==> src/rtl/ps2_pkg.sv <==
// Shared types and frame helpers for the device-side PS/2 transmitter.
package ps2_pkg;

    typedef enum logic [2:0] {
        IDLE,
        WAIT_BUS,
        BIT_HIGH,
        BIT_LOW,
        STOP_GAP
    } state_t;

    localparam int   FRAME_BITS = 11;
    localparam logic START_BIT  = 1'b0;
    localparam logic STOP_BIT   = 1'b1;

    // Odd parity: total number of ones over data+parity is odd.
    function automatic logic odd_parity(input logic [7:0] d);
        return ~^d;
    endfunction

    // Line level of frame position idx: start, data LSB first, parity, stop.
    function automatic logic frame_bit(input logic [7:0] d, input logic [3:0] idx);
        logic b;
        if (idx == 4'd0)
            b = START_BIT;
        else if (idx <= 4'd8)
            b = d[3'(idx - 4'd1)];
        else if (idx == 4'd9)
            b = odd_parity(d);
        else
            b = STOP_BIT;
        return b;
    endfunction

endpackage

==> src/rtl/ps2_tx_fifo.sv <==
// Small synchronous FIFO with count-based full/empty; a push and a pop in
// the same cycle are accepted even when full.
module ps2_tx_fifo #(
    parameter int WIDTH = 8,
    parameter int DEPTH = 4
) (
    input  logic             clk,
    input  logic             reset,
    input  logic             push,
    input  logic [WIDTH-1:0] wdata,
    input  logic             pop,
    output logic [WIDTH-1:0] rdata,
    output logic             full,
    output logic             empty
);
    localparam int AW = $clog2(DEPTH);

    logic [WIDTH-1:0] mem [DEPTH];
    logic [AW-1:0]    wr_ptr, rd_ptr;
    logic [AW:0]      count;
    logic             do_push, do_pop;

    assign full    = (count == (AW+1)'(DEPTH));
    assign empty   = (count == '0);
    assign do_pop  = pop && !empty;
    assign do_push = push && (!full || do_pop);
    assign rdata   = mem[rd_ptr];

    // Pointer and occupancy bookkeeping.
    always_ff @(posedge clk) begin
        if (reset) begin
            wr_ptr <= '0;
            rd_ptr <= '0;
            count  <= '0;
        end else begin
            if (do_push) wr_ptr <= wr_ptr + 1'b1;
            if (do_pop)  rd_ptr <= rd_ptr + 1'b1;
            if (do_push && !do_pop)      count <= count + 1'b1;
            else if (do_pop && !do_push) count <= count - 1'b1;
        end
    end

    // Storage array, no reset needed.
    always_ff @(posedge clk) begin
        if (do_push) mem[wr_ptr] <= wdata;
    end

endmodule

==> src/rtl/ps2_device_tx.sv <==
// Device-side PS/2 transmitter: generates the PS/2 clock and shifts out
// 11-bit frames on open-drain lines, backing off when the host inhibits.
// Optional macro PS2_DEVICE_TX_FIFO_EN puts a FIFO_DEPTH-entry FIFO in
// front of the shifter; without it a single byte is held.
module ps2_device_tx
    import ps2_pkg::*;
#(
    parameter int CLK_FREQ_HZ = 50000000,
    parameter int PS2_CLK_HZ  = 12500,
    parameter int IDLE_CYCLES = 2500,
    parameter int FIFO_DEPTH  = 4
) (
    input  logic       clk,
    input  logic       reset,
    input  logic [7:0] tx_data,
    input  logic       tx_valid,
    output logic       tx_ready,
    output logic       tx_busy,
    output logic       tx_done,
    output logic       tx_aborted,
    input  logic       ps2_clk_in,
    input  logic       ps2_dat_in,
    output logic       ps2_clk_oe,
    output logic       ps2_dat_oe
);
    localparam int HALF = CLK_FREQ_HZ / (2 * PS2_CLK_HZ);
    localparam int CMAX = (HALF > IDLE_CYCLES) ? HALF : IDLE_CYCLES;
    localparam int CW   = $clog2(CMAX + 1);
    localparam logic [CW-1:0] HALF_LAST = CW'(HALF - 1);
    localparam logic [CW-1:0] IDLE_LAST = CW'(IDLE_CYCLES - 1);
    localparam logic [3:0]    LAST_BIT  = 4'(FRAME_BITS - 1);

    generate
        if (HALF < 4 || FIFO_DEPTH < 2 || (FIFO_DEPTH & (FIFO_DEPTH - 1)) != 0) begin : g_bad_cfg
            $error("ps2_device_tx: HALF must be >= 4 and FIFO_DEPTH a power of 2");
        end
    endgenerate

    state_t        state, state_n;
    logic [CW-1:0] cnt, cnt_n;
    logic [3:0]    bit_idx, bit_n;
    logic [7:0]    shreg;
    logic [1:0]    clk_sync, dat_sync;
    logic          clk_s, dat_s;
    logic          load, done_n, abort_n;
    logic          ready_q;
    logic          have_byte;
    logic [7:0]    new_byte;

    assign clk_s = clk_sync[1];
    assign dat_s = dat_sync[1];

`ifdef PS2_DEVICE_TX_FIFO_EN
    logic       fifo_full, fifo_empty;
    logic [7:0] fifo_rdata;

    ps2_tx_fifo #(.WIDTH(8), .DEPTH(FIFO_DEPTH)) u_fifo (
        .clk   (clk),
        .reset (reset),
        .push  (tx_valid && tx_ready),
        .wdata (tx_data),
        .pop   (load),
        .rdata (fifo_rdata),
        .full  (fifo_full),
        .empty (fifo_empty)
    );

    assign tx_ready  = ready_q && !fifo_full;
    assign have_byte = !fifo_empty;
    assign new_byte  = fifo_rdata;
    assign tx_busy   = !fifo_empty || (state != IDLE);
`else
    assign tx_ready  = ready_q;
    assign have_byte = tx_valid && ready_q;
    assign new_byte  = tx_data;
    assign tx_busy   = (state != IDLE);
`endif

    // Two-flop synchronisers; lines idle high so reset to 1.
    always_ff @(posedge clk) begin
        if (reset) begin
            clk_sync <= 2'b11;
            dat_sync <= 2'b11;
        end else begin
            clk_sync <= {clk_sync[0], ps2_clk_in};
            dat_sync <= {dat_sync[0], ps2_dat_in};
        end
    end

    // Next-state logic: bus-idle wait, half-period timing, inhibit detect.
    always_comb begin
        state_n = state;
        cnt_n   = cnt;
        bit_n   = bit_idx;
        load    = 1'b0;
        done_n  = 1'b0;
        abort_n = 1'b0;
        case (state)
            IDLE: begin
                if (have_byte) begin
                    load    = 1'b1;
                    cnt_n   = '0;
                    state_n = WAIT_BUS;
                end
            end
            WAIT_BUS: begin
                if (clk_s && dat_s) begin
                    if (cnt == IDLE_LAST) begin
                        cnt_n   = '0;
                        bit_n   = '0;
                        state_n = BIT_HIGH;
                    end else begin
                        cnt_n = cnt + 1'b1;
                    end
                end else begin
                    cnt_n = '0;
                end
            end
            BIT_HIGH: begin
                // First two cycles still see the synchroniser echo of our own low.
                if (cnt >= CW'(2) && !clk_s) begin
                    abort_n = 1'b1;
                    cnt_n   = '0;
                    state_n = WAIT_BUS;
                end else if (cnt == HALF_LAST) begin
                    cnt_n   = '0;
                    state_n = BIT_LOW;
                end else begin
                    cnt_n = cnt + 1'b1;
                end
            end
            BIT_LOW: begin
                if (cnt == HALF_LAST) begin
                    cnt_n = '0;
                    if (bit_idx == LAST_BIT) begin
                        state_n = STOP_GAP;
                    end else begin
                        bit_n   = bit_idx + 4'd1;
                        state_n = BIT_HIGH;
                    end
                end else begin
                    cnt_n = cnt + 1'b1;
                end
            end
            STOP_GAP: begin
                if (cnt == HALF_LAST) begin
                    cnt_n   = '0;
                    done_n  = 1'b1;
                    state_n = IDLE;
                end else begin
                    cnt_n = cnt + 1'b1;
                end
            end
            default: state_n = IDLE;
        endcase
    end

    // State register plus registered line drivers and status pulses.
    always_ff @(posedge clk) begin
        if (reset) begin
            state      <= IDLE;
            cnt        <= '0;
            bit_idx    <= '0;
            shreg      <= '0;
            ps2_clk_oe <= 1'b0;
            ps2_dat_oe <= 1'b0;
            tx_done    <= 1'b0;
            tx_aborted <= 1'b0;
            ready_q    <= 1'b0;
        end else begin
            state      <= state_n;
            cnt        <= cnt_n;
            bit_idx    <= bit_n;
            if (load) shreg <= new_byte;
            ps2_clk_oe <= (state_n == BIT_LOW);
            ps2_dat_oe <= ((state_n == BIT_HIGH) || (state_n == BIT_LOW)) &&
                          !frame_bit(shreg, bit_n);
            tx_done    <= done_n;
            tx_aborted <= abort_n;
`ifdef PS2_DEVICE_TX_FIFO_EN
            ready_q    <= 1'b1;
`else
            ready_q    <= (state_n == IDLE);
`endif
        end
    end

endmodule

==> config.mk <==
export PLATFORM = sky130hd
export DESIGN_NAME = ps2_device_tx
export DESIGN_NICKNAME = d
export VERILOG_FILES = /design/src/rtl/ps2_pkg.sv /design/src/rtl/ps2_tx_fifo.sv /design/src/rtl/ps2_device_tx.sv
export SDC_FILE = /design/constraint.sdc
export NUM_CORES = 1
export LEC_CHECK = 0
export ABC_AREA = 1
export CORE_MARGIN = 2
export CORE_UTILIZATION = 40
export CTS_CLUSTER_DIAMETER = 200
export DETAILED_ROUTE_END_ITERATION = 10
export GPL_ROUTABILITY_DRIVEN = 0
export HOLD_SLACK_MARGIN = 0.15
export SYNTH_ARGS = -nofsm -noshare
export SYNTH_HDL_FRONTEND = slang
export SYNTH_HIERARCHICAL = 1
export SYNTH_SLANG_ARGS = --single-unit
export TNS_END_PERCENT = 20
==> constraint.sdc <==
create_clock -name clk -period 3.22 [get_ports clk]
set_input_delay 0.322 -clock clk [delete_from_list [all_inputs] [get_ports clk]]
set_output_delay 0.322 -clock clk [all_outputs]
set_load 0.02 [all_outputs]
==> flow_metrics.py, run 1 <==
metrics = {
    "flow_run": {
        "max_cap_violations": 0,
    },
    "floorplanning": {
        "die-area_mm2": 0.00572,
        "initial_core_util": 0.407,
        "ios": 19,
        "core_area_mm2": 0.00504,
        "die_x_um": 75.6,
        "die_h_um": 75.6,
        "row_count": 26,
    },
    "route": {
        "wire_per_inst_um": 10.6,
        "first_iter_violations": 112,
        "vias_per_cell": 4.70,
        "routed_wl_um": 4020,
        "firstDrtPassIters": 4,
        "drc_errors": 0,
        "ant_nets": 0,
        "routed-via-count": 1777,
    },
    "critical_path": {
        "critPathMaxFanout": 10,
        "startpoint_type": "flop",
        "slowest_delay_ns": 0.39,
        "crit_arrival_ns": 2.52,
        "cp_slowest_cell": "dfxtp_1",
        "crit_type": "flop to flop",
        "critPathCaptureType": "flop",
        "crit_chain": "ha_1, nand3_2, inv_2, nand3_4, clkinv_1, nor2_1, o21ai_0, o31a_2, ha_1, inv_1, nand3_1, nand3_1, nand3_2, a21oi_2",
        "crit_required_ns": 3.45,
    },
    "timing": {
        "min_period_over_period": 0.712,
        "setup_tns_ns": 0,
        "clock_skew_ns": 0.00352,
        "hold_viol": 0,
        "post-route-min-period_ns": 2.29,
        "rsz0062_at_grt": "false",
        "clock.fmax_mhz": 436,
        "finalSetupViolations": 0,
        "slew_viol_final": 0,
        "relSlewSlack": 0.612,
        "worstMarginPinSlew_ns": 0.580,
    },
    "logic_synthesis": {
        "synth_edf_count": 0,
        "ys_seq_area_frac": 0.351,
        "ys_warn_count": 6,
        "yosys.cell_types.count": 33,
        "async_flop_share": 0,
        "synth_fp_nets": 306,
        "syn-cell-area_mm2": 0.00205,
        "postSynthAreaPerCell_um2": 7.18,
        "synth.area.top_cells": "dfxtp_1 (35%), inv_1 (8.4%), nand2_1 (7.1%), nand3_1 (6.8%), nor2_1 (4.8%)",
        "synth_ff_type": "dfxtp_1",
        "ys_ff_latch": 36,
        "yosysTopAreaCellShare": 0.351,
        "synth_top_area_cell": "dfxtp_1",
        "syn_inst": 286,
    },
    "power_and_ir_drop": {
        "ir_drop_mv": 0.177,
        "p_per_area_mw_per_mm2": 365,
        "p_leak_uw": 0.00102,
    },
    "clock_network": {
        "numCtsBuffers": 5,
        "h-tree-depth": 2,
        "hold_buffers": 0,
        "cts_setup_buffers": 0,
        "insertion_delay_ns": 0.29,
        "cts.path.max_buffers": 2,
        "clock-sinks": 36,
        "cts_tree": "yes",
        "clk_pin_slew_worst_paths_ns": 0.07,
        "cts_resized": 0,
        "cts-root-buf": "clkbuf_8",
    },
    "layout": {
        "final_common_cell": "inv_1",
        "instances_no_fill": 378,
        "layout_common_cells": "inv_1 (46), nand2_1 (39), dfxtp_1 (36)",
        "drive_above_1_share": 0.133,
        "n_fill_cell": 512,
        "syn_to_final_growth_pct": 16.3,
        "layout.nets": 328,
        "final_cell_area_mm2": 0.00239,
        "diodes": 0,
    },
    "placed_design": {
        "place_area_mm2": 0.00231,
        "port_buffers": 18,
        "hpwl_um": 3140,
        "dp_cells": 371,
    },
    "global_routing": {
        "antenna_found_initial": 0,
        "grt_max_degree": 19,
        "grt_overflow_total": 0,
        "grt_use_total": 0.168,
        "grt_pass1_wl_um": 7160,
        "grt_pass1_vias": 1657,
    },
    "run_status": {
        "outcome": "finished clean",
    },
    "worst_hold_path": {
        "hold_path_class": "flop to flop",
    },
}
-- metrics by stage --
| step | hold WS [ns] | utilization | setup slack, ns | total power (µW) |
|---|---|---|---|---|
| after CTS | 0.409 | 0.473 | 0.935 | 887 |
| after global routing | 0.426 | 0.473 | 0.721 | 913 |
| after floorplan | 0.389 | - | 1.15 | 546 |
| after detailed placement | 0.393 | 0.458 | 0.945 | 582 |
| after global placement | 0.392 | 0.458 | 0.995 | 582 |
| final | 0.407 | 0.473 | 0.929 | 872 |
-- layout make-up --
cell class	instances	area, µm²	share of cell area
sequential	36	721	0.302
inverter	52	195	0.0818
tap	70	87.6	0.0367
clock inverter	1	5.00	0.00210
timing repair buffer	18	180	0.0755
clock buffer	6	72.6	0.0304
multi-input combinational	195	1130	0.472
-- cells in the mapped netlist (5+ instances only) --
library cell and n:
inv_2 5, nand2_1 39, a21oi_1 13, or2_2 5, nand2_2 5, nor3_1 8
ha_1 7, nor2_1 26, dfxtp_1 36, nand4_1 6, inv_1 46, o21ai_0 19
xor2_1 8, nand3_1 28
-- path summary, 6_finish.rpt --
check,start,to,slack [ns],cells after the start
setup / recovery,cnt[1],ps2_dat_oe,0.93,14
hold reg to reg,dat_sync[0],dat_sync[1],0.41,1
hold / removal,dat_sync[0],dat_sync[1],0.41,1
setup reg to reg,cnt[1],ps2_dat_oe,0.93,14
-- flip-flops by register name (all words and copies together) (netlist names) --
name and cells:
bit_idx 4, clk_sync 2, cnt 12, dat_sync 2, ps2_clk_oe 1, ps2_dat_oe 1, shreg 8, state 3
tx_aborted 1, tx_done 1, tx_ready 1
-- critical path, delay by kind of cell, from the launching register on --
| kind | cells | cell delay, ns |
|---|---|---|
| flip-flops | 1 | 0.39 |
| adder cells (fa/ha/maj) | 2 | 0.48 |
| AO/OA/AOI/OAI | 3 | 0.46 |
| AND/OR/NAND/NOR | 6 | 0.58 |
| buffers and inverters | 3 | 0.30 |
-- metal layers --
metal / vias to the layer above / part of all wire / GRT usage
li1: 960 / - / -
met3: 7 / 0.034 / 0.0344
met2: 32 / 0.44 / 0.266
met5: - / 0 / 0
met1: 778 / 0.50 / 0.211
met4: 0 / 0.026 / 0.0975
-- cell families after synthesis --
family,after synthesis,share of synthesized area
flops,36,0.351
fa+ha+maj,7,0.0427
buf+inv,55,0.101
xor+xnor,12,0.0512
compound gates,41,0.112
simple gates,135,0.343
-- power breakdown --
part,internal [µW],switching (µW)
Clock,147,154
Combinational,45.6,56.3
Sequential,460,9.62
Power figures use the tool's default switching activity.
==> run 2, diff against run 1 <==
==> constraint.sdc (replaced) <==
create_clock -name clk -period 2.39 [get_ports clk]
set_input_delay 0.239 -clock clk [delete_from_list [all_inputs] [get_ports clk]]
set_output_delay 0.239 -clock clk [all_outputs]
set_load 0.02 [all_outputs]
==> run 2 against run 1 <==
Against the previous run: first-iteration DRC count rose by 0.89%; via count rose by 3.0%; register-to-register slack got worse by 0.77 ns; highest routed layer unchanged; worst hold slack hardly changed; final cell count grew 2.6%; power up 42%; worst setup slack lost 0.77 ns; largest cell class unchanged.
==> flow_metrics.py, run 2 (synthesized netlist as in run 1, its figures left out) <==
metrics = {
    "run_status": {
        "outcome": "finished clean",
    },
    "clock_network": {
        "clk_pin_slew_worst_paths_ns": 0.07,
        "numCtsBuffers": 5,
        "clock-sinks": 36,
        "cts_tree": "yes",
        "cts.path.max_buffers": 2,
        "cts-root-buf": "clkbuf_8",
        "h-tree-depth": 2,
        "insertion_delay_ns": 0.28,
    },
    "floorplanning": {
        "initial_core_util": 0.407,
        "die_h_um": 75.6,
        "die-area_mm2": 0.00572,
        "ios": 19,
        "row_count": 26,
        "die_x_um": 75.6,
        "core_area_mm2": 0.00504,
    },
    "timing": {
        "min_period_over_period": 0.935,
        "clock.fmax_mhz": 447,
        "slew_viol_final": 0,
        "timing.hold.ws_ns": 0.408,
        "worstMarginPinSlew_ns": 0.403,
        "clock_skew_ns": 0.00801,
        "hold_viol": 0,
        "post-route-min-period_ns": 2.24,
        "finalSetupViolations": 0,
        "relSlewSlack": 0.731,
    },
    "layout": {
        "syn_to_final_growth_pct": 21.0,
        "layout_common_cells": "inv_1 (46), nand2_1 (39), dfxtp_1 (35)",
        "diodes": 0,
        "layout.nets": 338,
        "drive_above_1_share": 0.170,
        "multi_input_area_mm2": 0.00113,
        "reg_top3": "cnt x12, shreg x8, bit_idx x4",
        "final_cell_area_mm2": 0.00248,
        "regArea_um2": 722,
        "largest_reg_flops": 12,
        "top_register": "cnt",
        "n_fill_cell": 519,
        "final_common_cell": "inv_1",
    },
    "power_and_ir_drop": {
        "power_uw": 1240,
        "ir_drop_mv": 0.335,
        "p_leak_uw": 0.00107,
        "p_per_area_mw_per_mm2": 499,
    },
    "placed_design": {
        "place_area_mm2": 0.00235,
        "port_buffers": 18,
        "hpwl_um": 3250,
    },
    "global_routing": {
        "grt_use_total": 0.167,
        "grt_overflow_total": 0,
        "grt_max_degree": 17,
        "antenna_found_initial": 0,
        "grt_pass1_wl_um": 7170,
        "grt_pass1_vias": 1633,
    },
    "critical_path": {
        "critPathCaptureType": "flop",
        "crit_arrival_ns": 2.46,
        "crit_required_ns": 2.61,
        "crit_type": "flop to flop",
        "critPathMaxFanout": 5,
        "startpoint_type": "flop",
    },
    "worst_hold_path": {
        "hold_path_class": "flop to flop",
    },
    "route": {
        "vias_per_cell": 4.72,
        "wire_per_inst_um": 10.9,
        "ant_nets": 0,
        "routed_wl_um": 4210,
        "routed-via-count": 1830,
        "drc_errors": 0,
        "first_iter_violations": 113,
        "firstDrtPassIters": 4,
    },
    "flow_run": {
        "max_cap_violations": 0,
    },
}
[run 2: power breakdown]
| part | leakage (µW) | switching (µW) | internal, µW |
|---|---|---|---|
| sequential | 0.000293 | 13.6 | 619 |
| combinational | 0.000726 | 76.0 | 67.7 |
| clock | 0.0000503 | 207 | 257 |
| total | 0.00107 | 297 | 943 |
[run 2: per-stage QoR]
| stage | TNS [ns] | worst slack (ns) | cells | utilization |
|---|---|---|---|---|
| floorplan | 0 | 0.319 | 286 | - |
| global placement | 0 | 0.164 | 377 | 0.467 |
| detailed placement | 0 | 0.0860 | 377 | 0.467 |
| CTS | 0 | 0.0720 | 384 | 0.486 |
| global route | -0.0408 | -0.0408 | 388 | 0.493 |
| finish | 0 | 0.155 | 388 | 0.493 |
[run 2: path summary, 6_finish.rpt]
kind | from | cells past startpoint | endpoint | slack [ns]
worst max-delay path | cnt[0] | 12 | ps2_dat_oe | 0.15
worst min-delay path | dat_sync[0] | 1 | dat_sync[1] | 0.41
worst max register to register | cnt[0] | 12 | ps2_dat_oe | 0.15
worst min register to register | dat_sync[0] | 1 | dat_sync[1] | 0.41
[run 2: area by class of cell]
cell class                      instances  area share
Inverter                               52      0.0785
Clock buffer                            7      0.0388
Tap cell                               70      0.0352
Multi-Input combinational cell        195       0.454
Timing Repair Buffer                   28       0.103
Sequential cell                        36       0.291
[run 2: timing repair]
item | 4_1_cts | 5_1_grt
gates resized for setup | 0 | 3
setup endpoints to repair | 0 | 1
hold buffers | 0 | 0
buffers inserted | 0 | 4
[run 2: worst max-delay path, cell delays in order, from the launching register on]
cell and delay (ns):
dfxtp_1 0.36, ha_2 0.22, nand3_2 0.13, inv_2 0.12
nand3_4 0.11, buf_4 0.17, o31a_2 0.32, ha_1 0.31
inv_1 0.08, nand3_1 0.08, nand3_1 0.10, nand3_2 0.08
a21oi_2 0.11
[run 2: per-layer routing]
| layer | wire (µm) | part of all wire | global-route usage |
|---|---|---|---|
| met5 | 0 | 0 | 0 |
| met4 | 62 | 0.015 | 0.0682 |
| met3 | 187 | 0.044 | 0.0410 |
| met2 | 1960 | 0.46 | 0.265 |
| met1 | 2000 | 0.48 | 0.217 |
